[src/rtl/kbd_pkg.sv]
// Shared keyboard-link definitions used by intel8042 and xt_kbd_receiver.
package kbd_pkg;

  typedef enum logic [2:0] {
    ST_IDLE,
    ST_START,
    ST_DATA,
    ST_STOP,
    ST_HUNT
  } kbd_state_e;

  localparam int unsigned KBD_START_CYCLES = 2;
  localparam int unsigned KBD_DATA_BITS    = 8;
  localparam logic        KBD_IDLE_LEVEL   = 1'b1;

endpackage

[src/rtl/kbd_sync2.sv]
// Two-flop synchronizer for the keyboard data line; flops reset to the idle level.
// Only compiled when KBD_RX_SYNC_EN is defined, since nothing else instantiates it.
`ifdef KBD_RX_SYNC_EN
module kbd_sync2
  import kbd_pkg::*;
(
  input  logic clk,
  input  logic rst_n,
  input  logic d,
  output logic q
);

  logic meta_d, meta_q;
  logic sync_d, sync_q;

  always_comb begin
    meta_d = d;
    sync_d = meta_q;
  end

  always_ff @(posedge clk or negedge rst_n) begin
    if (!rst_n) begin
      meta_q <= KBD_IDLE_LEVEL;
      sync_q <= KBD_IDLE_LEVEL;
    end else begin
      meta_q <= meta_d;
      sync_q <= sync_d;
    end
  end

  assign q = sync_q;

endmodule
`endif

[src/rtl/xt_kbd_receiver.sv]
// Receiver for the 8042 serial scan-code stream: deserializer, holding register, IRQ1 flag.
// Define KBD_RX_SYNC_EN to insert a two-flop synchronizer (adds 2 cycles of latency).
module xt_kbd_receiver
  import kbd_pkg::*;
#(
  parameter int unsigned START_CYCLES = KBD_START_CYCLES,
  parameter int unsigned DATA_BITS    = KBD_DATA_BITS
) (
  input  logic                 KBD_CLK,
  input  logic                 KBD_RESET_N,
  input  logic                 KBD_DATA,
  input  logic                 CLR,
  output logic [DATA_BITS-1:0] SCAN_CODE,
  output logic                 IRQ,
  output logic                 OVERRUN,
  output logic                 FRAME_ERR
);

  localparam int unsigned CNT_W = $clog2(START_CYCLES + 1);
  localparam int unsigned IDX_W = (DATA_BITS > 1) ? $clog2(DATA_BITS) : 1;
  localparam logic [CNT_W-1:0] CNT_LAST = CNT_W'(START_CYCLES);
  localparam logic [IDX_W-1:0] IDX_LAST = IDX_W'(DATA_BITS - 1);

  logic line;

`ifdef KBD_RX_SYNC_EN
  kbd_sync2 u_sync (
    .clk   (KBD_CLK),
    .rst_n (KBD_RESET_N),
    .d     (KBD_DATA),
    .q     (line)
  );
`else
  assign line = KBD_DATA;
`endif

  kbd_state_e           state_d, state_q;
  logic [CNT_W-1:0]     cnt_d, cnt_q;
  logic [IDX_W-1:0]     idx_d, idx_q;
  logic [DATA_BITS-1:0] shreg_d, shreg_q;
  logic [DATA_BITS-1:0] code_d, code_q;
  logic                 irq_d, irq_q;
  logic                 ovr_d, ovr_q;
  logic                 ferr_d, ferr_q;
  logic                 accept;

  always_comb begin
    state_d = state_q;
    cnt_d   = cnt_q;
    idx_d   = idx_q;
    shreg_d = shreg_q;
    code_d  = code_q;
    irq_d   = irq_q;
    ovr_d   = ovr_q;
    ferr_d  = ferr_q;
    accept  = 1'b0;

    if (CLR) begin
      irq_d  = 1'b0;
      ovr_d  = 1'b0;
      ferr_d = 1'b0;
    end

    case (state_q)
      ST_IDLE: begin
        if (!line) begin
          if (START_CYCLES <= 1) begin
            state_d = ST_DATA;
            idx_d   = '0;
          end else begin
            state_d = ST_START;
            cnt_d   = CNT_W'(1);
          end
        end
      end
      ST_START: begin
        if (line) begin
          state_d = ST_IDLE;
          cnt_d   = '0;
        end else begin
          cnt_d = cnt_q + CNT_W'(1);
          if (cnt_d == CNT_LAST) begin
            state_d = ST_DATA;
            cnt_d   = '0;
            idx_d   = '0;
          end
        end
      end
      ST_DATA: begin
        shreg_d[idx_q] = line;
        if (idx_q == IDX_LAST) begin
          state_d = ST_STOP;
          idx_d   = '0;
        end else begin
          idx_d = idx_q + IDX_W'(1);
        end
      end
      ST_STOP: begin
        if (line) begin
          accept  = 1'b1;
          state_d = ST_IDLE;
        end else begin
          ferr_d  = 1'b1;
          state_d = ST_HUNT;
        end
      end
      ST_HUNT: begin
        if (line) state_d = ST_IDLE;
      end
      default: state_d = ST_IDLE;
    endcase

    // An acknowledge landing on the accept edge frees the holding register for the new byte.
    if (accept) begin
      if (irq_q && !CLR) begin
        ovr_d = 1'b1;
      end else begin
        code_d = shreg_q;
        irq_d  = 1'b1;
      end
    end
  end

  always_ff @(posedge KBD_CLK or negedge KBD_RESET_N) begin
    if (!KBD_RESET_N) begin
      state_q <= ST_IDLE;
      cnt_q   <= '0;
      idx_q   <= '0;
      shreg_q <= '0;
      code_q  <= '0;
      irq_q   <= 1'b0;
      ovr_q   <= 1'b0;
      ferr_q  <= 1'b0;
    end else begin
      state_q <= state_d;
      cnt_q   <= cnt_d;
      idx_q   <= idx_d;
      shreg_q <= shreg_d;
      code_q  <= code_d;
      irq_q   <= irq_d;
      ovr_q   <= ovr_d;
      ferr_q  <= ferr_d;
    end
  end

  assign SCAN_CODE = code_q;
  assign IRQ       = irq_q;
  assign OVERRUN   = ovr_q;
  assign FRAME_ERR = ferr_q;

endmodule

[config.mk]
export PLATFORM = sky130hd
export DESIGN_NAME = xt_kbd_receiver
export DESIGN_NICKNAME = d
export VERILOG_FILES = /design/src/rtl/kbd_pkg.sv /design/src/rtl/kbd_sync2.sv /design/src/rtl/xt_kbd_receiver.sv
export SDC_FILE = /design/constraint.sdc
export NUM_CORES = 1
export LEC_CHECK = 0
export CAP_MARGIN = 20
export CORE_MARGIN = 3
export CORE_UTILIZATION = 28
export DETAILED_ROUTE_END_ITERATION = 16
export PLACE_DENSITY_LB_ADDON = 0.25
export SLEW_MARGIN = 30
export SYNTH_ARGS = -nofsm -noshare
export SYNTH_HDL_FRONTEND = slang
export SYNTH_SLANG_ARGS = --single-unit
[constraint.sdc]
create_clock -name KBD_CLK -period 1.6 [get_ports KBD_CLK]
set_input_delay 0.32 -clock KBD_CLK [delete_from_list [all_inputs] [get_ports KBD_CLK]]
set_output_delay 0.32 -clock KBD_CLK [all_outputs]
set_load 0.02 [all_outputs]
; ---- After elaboration in Yosys (flattened, before gate mapping)
; Index checks and enable logic that the tools add are counted.
; Widths: inputs -> output; s select.
[classes]
addsub = 2
n_lt_le_gt_ge = 2
n_eq_ne = 12
n_mux = 29
n_bitwise = 1
reduce_logical = 10
[ops]
columns = cell, count
row1 = $mux 3, 9
row2 = $pmux 3 s5, 1
row3 = $mux 1, 12
row4 = $ne 2x2->1 const B, 5
row5 = $bwmux 8, 1
row6 = $eq 3x2->1 const B, 2
row7 = $eq 3x3->1 const B, 2
row8 = $mux 2, 3
row9 = $pmux 3 s2, 1
row10 = $lt 3x4->1 const B, 1
row11 = $pmux 2 s2, 1
row12 = $reduce_and 2->1, 2
row13 = $reduce_and 4->1, 1
row14 = $reduce_bool 2->1, 2
row15 = $add 3x1->3 const B, 1
row16 = $demux 1 s3, 1
row17 = $eq 3x1->1 const B, 1
row18 = $ge 3x1->1 const B, 1
row19 = $logic_not 3->1, 1
row20 = $ne 3x3->1 const B, 1
row21 = $reduce_and 3->1, 1
row22 = $add 2x1->2 const B, 1
row23 = $eq 2x2->1 const B, 1
row24 = $logic_and 1x1->1, 2
row25 = other kinds (2), 2
[word_totals]
regBits = 27
out_inout_bits = 11
elab_cells = 64

; ---- Logic depth before layout (Yosys ltp)
; Gate-level depths: netlist of run 1.
[depth]
ltp_word = 5
ltp_mapped = 5
mapped_depth_nobuf = 5

; ---- Worst setup path after synthesis of run 1
; Ideal clock, no wire load.
[synth_path]
path_type = register to register
startpoint = reg idx_q[0]
endpoint = reg idx_q[2]
setup_ns = 0.121
arrival_time_ns = 1.273
setup_slack_ns = 0.206
stages_incl_launch_ff = 5
synth_period_minus_slack_ns = 1.394
path_cell_list = dfrtp_1 > ha_1 > ha_1 > a22o_1 > a22o_1
[synth_via]
elab_chain_cells = 3
elab_cells_between_ends = 4
cone_classes = 1 x add/sub / 1 x eq/ne / 2 x mux
[synth_rtl]
columns = element, line
row1 = from (decl), xt_kbd_receiver.sv:39  ; logic [IDX_W-1:0] idx_d, idx_q;
row2 = from (signal assigned), xt_kbd_receiver.sv:137  ; idx_q <= idx_d;
row3 = $add 3x1->3 or $eq 3x3->1 (tied branches), "xt_kbd_receiver.sv:95, xt_kbd_receiver.sv:91"
row4 = $mux 3 (*), xt_kbd_receiver.sv:91  ; if (idx_q == IDX_LAST) begin
row5 = $pmux 3 s2 (*), xt_kbd_receiver.sv:64  ; case (state_q)
; Mark *: on every way between the ends. The rest lies on a longest branch, timed or not.
; A chain may end at the register's enable or synchronous reset.

; ---- Final worst setup path of run 1
[layout_path]
startpoint = reg code_q[7] (netlist: SCAN_CODE[7])
endpoint = out SCAN_CODE[7]
[layout_lines]
columns = element, line
row1 = from (decl), xt_kbd_receiver.sv:41  ; logic [DATA_BITS-1:0] code_d, code_q;
row2 = from (signal assigned), xt_kbd_receiver.sv:139  ; code_q <= code_d;
row3 = to (decl), xt_kbd_receiver.sv:13  ; output logic [DATA_BITS-1:0] SCAN_CODE,
; No word-level cell between the ends.

==> results.cfg, run 1 <==
[detailed_routing]
drcViolationCount = 0
firstDrtPassIters = 4
vias = 823
drt_first_iter_violations = 12
routed_wl_um = 2270
ant_nets = 0
wire_per_inst_um = 13.4
viasPerCell = 4.84

[clock_network]
root_buffer = clkbuf_8
clockBufferDepth = 2
ctsHtreeMaxLevel = 1
cts.clk_slew.worst_paths_ps = 100
hold_buffers = 0
cts_tree = done
clk_latency_ps = 270
numCtsBuffers = 3
clock_sinks = 27

[timing]
slew_headroom = 0.771
rsz0062_at_grt = false
setup_viol = 0
hold-worst-slack_ps = 414
tightest_slew_ps = 343
fin_crit_ps = 1550
period_share = 0.972
setup_ws_ps = 45.1
slew_violations = 0
finClkSkew_ps = 7.00
fin_tns_setup_ps = 0
hold_viol_final = 0
clock.fmax_ghz = 0.643

[synth]
synthSimpleGateAreaFrac = 0.142
synth_area_um2 = 1250
synth_area_leaders = dfrtp_1 (54%), mux2_2 (13%), a22o_1 (4.9%)
synthesis.nets = 103
ys_ff_latch = 27
synthAdderAreaFrac = 0.0200
ys_seq_area_frac = 0.539
syn_inst = 97
synth_edf_count = 0
synth_top_family_by_area = multiplexers
synth-compound-area-share = 0.103
synthFlopType = dfrtp_1
synth_xor_area_frac = 0
ys_warn_count = 0
yosys.area.top_type = dfrtp_1
syn_avg_cell_area_um2 = 12.9
async_flop_share = 1.00
synth_top_area_frac = 0.539
synthMuxAreaShare = 0.163
synthDistinctLibCells = 24

[final_layout]
final_layout_size_suffix_gt1_frac = 0.283
layoutNonFillerInstCount = 170
syn_to_final_growth_pct = 23.8
mostFrequentLayoutCell = dfrtp_1
final_nets = 127
mostFrequentLayoutCells = dfrtp_1 (27), mux2_2 (15), clkdlybuf4s50_1 (9), buf_4 (9)
antenna_cells = 0

[power_and_ir_drop]
irDropWorstVdd_mv = 0.682
pwr-share-comb = 0.413
leakagePower_nw = 0.729
p_int_mw = 1.69
seqPwrFrac = 0.436
p_per_area_nw_per_um2 = 1670
p_sw_mw = 0.893
pwr-share-clk = 0.152
swShare = 0.346

[setup_path]
crit_fanout = 2
cpMaxStageDelayCell = clkdlybuf4s50_1
worstPathArrival_ps = 1230
critPathBufInv = 1
slowest_delay_ps = 610
endpoint_kind = primary output
critPathLaunch = SCAN_CODE[7]
cp-start-kind = flop
reg2reg_depth = 4
r2r_start = idx_q[0]
required_ps = 1280
crit_family = buffers and inverters
crit_type = reg -> out
crit_chain = clkdlybuf4s50_1
worst-path-stages = 1

[global_route]
overflow = 0
grt_antenna_before_repair = 0
grt_pass1_wl_um = 4040
groute.usage.overall = 0.0975
grt_pass1_vias = 836
grt_max_degree = 28

[floorplanning]
die_h_um = 72.9
fp-row-count = 23
fp.dieArea_um2 = 5310
die_x_um = 72.9
core_um2 = 4140
pin_count = 15
start_util = 0.302

[placed_design]
port_buffers = 14
place_congestion = 0.726
dp_slack_ps = -204
hpwlAfterDp_um = 1670
placed_cells = 166

[status]
status = complete, no violations

[run]
cap_violations = 0

[worst_hold_path]
hold_path_class = in -> async
kinds of logic (layout without fill, tap and decap cells):
logic type	count (synthesis)	after routing
DFF	27	27
and+or+nand+nor	27	27
muxes	18	18
AOI/OAI and AO/OA	16	16
buffers and inverters	7	30
adders and majority gates	2	2
power groups by stage:
stage                     registers, mW  clock network [mW]  logic (mW)
after CTS                          1.13               0.412        1.08
after global placement             1.14                   0        1.05
final                              1.13               0.392        1.07
after detailed placement           1.15                   0        1.09
after floorplan                    1.25                   0       0.569
after global routing               1.17               0.437        1.16
Yosys cell counts, types with 2 or more instances:
master and number:
nand2_1 8, buf_6 2, inv_1 3, nor2_1 8, mux2_2 15, and4bb_2 2
nor2b_1 2, ha_1 2, a22o_1 7, dfrtp_1 27, o21ai_0 2, a21oi_1 2
nand3_1 2, nand3b_1 3, mux2i_1 2, clkbuf_1 2
final timing paths:
path	slack, ps	to
worst max-delay path	50	SCAN_CODE[7]
worst min-delay path	410	SCAN_CODE[1]
worst max register to register	110	idx_q[2]
worst min register to register	490	FRAME_ERR
max in group asynchronous	920	IRQ
min in group KBD_CLK	490	FRAME_ERR
layer usage:
metal / part of all wire / track usage / up-vias / wire [um]
li1: - / - / 394 / -
met1: 0.46 / 0.126 / 418 / 1060
met3: 0.026 / 0.0220 / 2 / 59
met2: 0.50 / 0.161 / 9 / 1140
met5: 0 / 0 / - / 0
met4: 0.010 / 0.0307 / 0 / 23
timing repair:
action	4_1_cts	5_1_grt
setup endpoints to repair	1	4
gates cloned	0	0
pin swaps	0	0
buffers inserted	0	0
resized for setup	1	4
cell type report:
| class | instances | area [um^2] |
|---|---|---|
| Clock buffer | 3 | 41.3 |
| Clock inverter | 1 | 7.51 |
| Tap cell | 50 | 62.6 |
| Inverter | 3 | 11.3 |
| Fill cell | 420 | 2590 |
| Multi-Input combinational cell | 63 | 536 |
| Sequential cell | 27 | 676 |
| Timing Repair Buffer | 23 | 216 |
flip-flops by register name, summed over array words and instances, names as in the netlist:
register and flops:
OVERRUN 1, IRQ 1, shreg_q 8, FRAME_ERR 1
cnt_q 2, idx_q 3, state_q 3, SCAN_CODE 8
stage by stage:
stage	total power, mW	cell area, um^2	utilization
after floorplan	1.82	1250	-
after CTS	2.63	1540	0.372
after detailed placement	2.24	1490	0.360
after global placement	2.19	1490	0.360
final	2.58	1550	0.374
after global routing	2.77	1550	0.374
(Power assumes the default switching activity.)
==> run 2, diff against run 1 <==
--- a/config.mk
+++ b/config.mk
@@ -8,9 +8,9 @@
 export CAP_MARGIN = 20
 export CORE_MARGIN = 3
 export CORE_UTILIZATION = 28
+export CTS_CLUSTER_DIAMETER = 150
 export DETAILED_ROUTE_END_ITERATION = 16
 export PLACE_DENSITY_LB_ADDON = 0.25
-export SLEW_MARGIN = 30
 export SYNTH_ARGS = -nofsm -noshare
 export SYNTH_HDL_FRONTEND = slang
 export SYNTH_SLANG_ARGS = --single-unit
==> constraint.sdc (replaced) <==
create_clock -name KBD_CLK -period 1.25 [get_ports KBD_CLK]
set_input_delay 0.25 -clock KBD_CLK [delete_from_list [all_inputs] [get_ports KBD_CLK]]
set_output_delay 0.25 -clock KBD_CLK [all_outputs]
set_load 0.02 [all_outputs]
==> run 2 against run 1 <==
  * Non-clock buffer count increased by 10
  * Combinational power increased by 56%
  * The run now ends with negative setup slack left
  * Wire length increased by 19%
  * Sequential share of layout area decreased by 4.1 points
  * Hold slack got worse by 90 ps
  * Via count increased by 4.1%
  * Flip-flop and latch count unchanged
==> results.cfg, run 2 (same netlist as run 1, synthesis figures left out) <==
[timing]
fin_crit_ps = 1380
period_share = 1.10
tightest_slew_ps = 326
slew_headroom = 0.781
clock.fmax_ghz = 0.724
setup_ws_ps = -131
slew_violations = 0
setup_viol = 19
finClkSkew_ps = 1.86
rsz0062_at_grt = true
hold_viol_final = 0

[detailed_routing]
routed_wl_um = 2710
ant_nets = 0
firstDrtPassIters = 4
wire_per_inst_um = 15.1
drcViolationCount = 0
viasPerCell = 4.76
vias = 857
drt_first_iter_violations = 27

[placed_design]
place_congestion = 0.721
placed_area_um2 = 1540
hpwlAfterDp_um = 1800
placed_cells = 170
port_buffers = 14

[floorplanning]
pin_count = 15
fp.dieArea_um2 = 5310
die_h_um = 72.9
fp-row-count = 23
start_util = 0.302
core_um2 = 4140
die_x_um = 72.9

[setup_path]
required_ps = 1420
crit_fanout = 4
worstPathArrival_ps = 1550
cp-start-kind = flop
crit_type = reg -> reg
endpoint_kind = flop
reg2reg_depth = 4

[clock_network]
numCtsBuffers = 3
clk_latency_ps = 270
root_buffer = clkbuf_8
cts_tree = done
cts.clk_slew.worst_paths_ps = 90
ctsHtreeMaxLevel = 1
clock_sinks = 27
clockBufferDepth = 2

[final_layout]
ff_latch_area_um2 = 681
antenna_cells = 0
fillerInstances = 412
design_area_um2 = 1720
mostFrequentLayoutCells = dfrtp_1 (23), buf_4 (15), mux2_4 (9)
syn_to_final_growth_pct = 37.6
layoutNonFillerInstCount = 180
mostFrequentLayoutCell = dfrtp_1
multi_input_area_um2 = 622
final_nets = 137
final_layout_size_suffix_gt1_frac = 0.462

[power_and_ir_drop]
p_per_area_nw_per_um2 = 2120
leakagePower_nw = 0.761
irDropWorstVdd_mv = 0.534

[global_route]
overflow = 0
grt_max_degree = 28
grt_pass1_vias = 1009
groute.usage.overall = 0.111
grt_pass1_wl_um = 4600
grt_antenna_before_repair = 0

[status]
failed_checks = negative setup slack
status = finished with violations

[worst_hold_path]
hold_path_class = in -> async

[run]
cap_violations = 0
## run 2: path summary, 6_finish.rpt
check                                 start    endpoint  slack [ps]
worst max-delay path               idx_q[0]    idx_q[2]        -130
worst min-delay path            KBD_RESET_N  shreg_q[2]         320
worst max register to register     idx_q[0]    idx_q[2]        -130
worst min register to register    FRAME_ERR   FRAME_ERR         500
max in group asynchronous       KBD_RESET_N  state_q[1]         760
min in group KBD_CLK              FRAME_ERR   FRAME_ERR         500
## run 2: per-layer routing
| metal | vias to the layer above | GRT usage | wire length, um |
|---|---|---|---|
| met5 | - | 0 | 0 |
| met4 | 0 | 0.0656 | 62 |
| met3 | 6 | 0.0234 | 66 |
| met2 | 13 | 0.193 | 1390 |
| met1 | 429 | 0.124 | 1190 |
| li1 | 409 | - | - |
## run 2: power breakdown
group	switching [mW]	internal (mW)	leakage (nW)	total, mW
clock	0.274	0.226	0.0217	0.500
sequential	0.273	1.21	0.333	1.48
combinational	0.755	0.912	0.406	1.67
## run 2: critical path: stages (launching register included)
cell     delay, ps
dfrtp_2        460
ha_4           180
ha_4           220
a22o_1         190
a22o_1         220
## run 2: final cells by class
class,instances,share of cell area
Multi-Input combinational cell,63,0.361
Clock inverter,1,0.00436
Inverter,3,0.00654
Sequential cell,27,0.395
Timing Repair Buffer,33,0.173
Tap cell,50,0.0363
Clock buffer,3,0.0240
## run 2: timing repair
| action | CTS | global route |
|---|---|---|
| setup endpoints to repair | 32 | 33 |
| setup buffers | 6 | 1 |
| pin swaps | 8 | 14 |
| hold buffers | 0 | 0 |
| resized for setup | 30 | 20 |
| hold endpoints to repair | 0 | 0 |
## run 2: per-stage QoR
stage	setup TNS (ps)	hold WS, ps	worst slack, ps	utilization	power, mW
after global placement	-7930	468	-473	0.371	2.86
after global routing	-2620	325	-199	0.416	3.90
after CTS	-1760	319	-147	0.409	3.60
after detailed placement	-8110	479	-488	0.371	2.93
final	-1660	323	-131	0.416	3.65
after floorplan	-1130	-45.6	-116	-	2.33
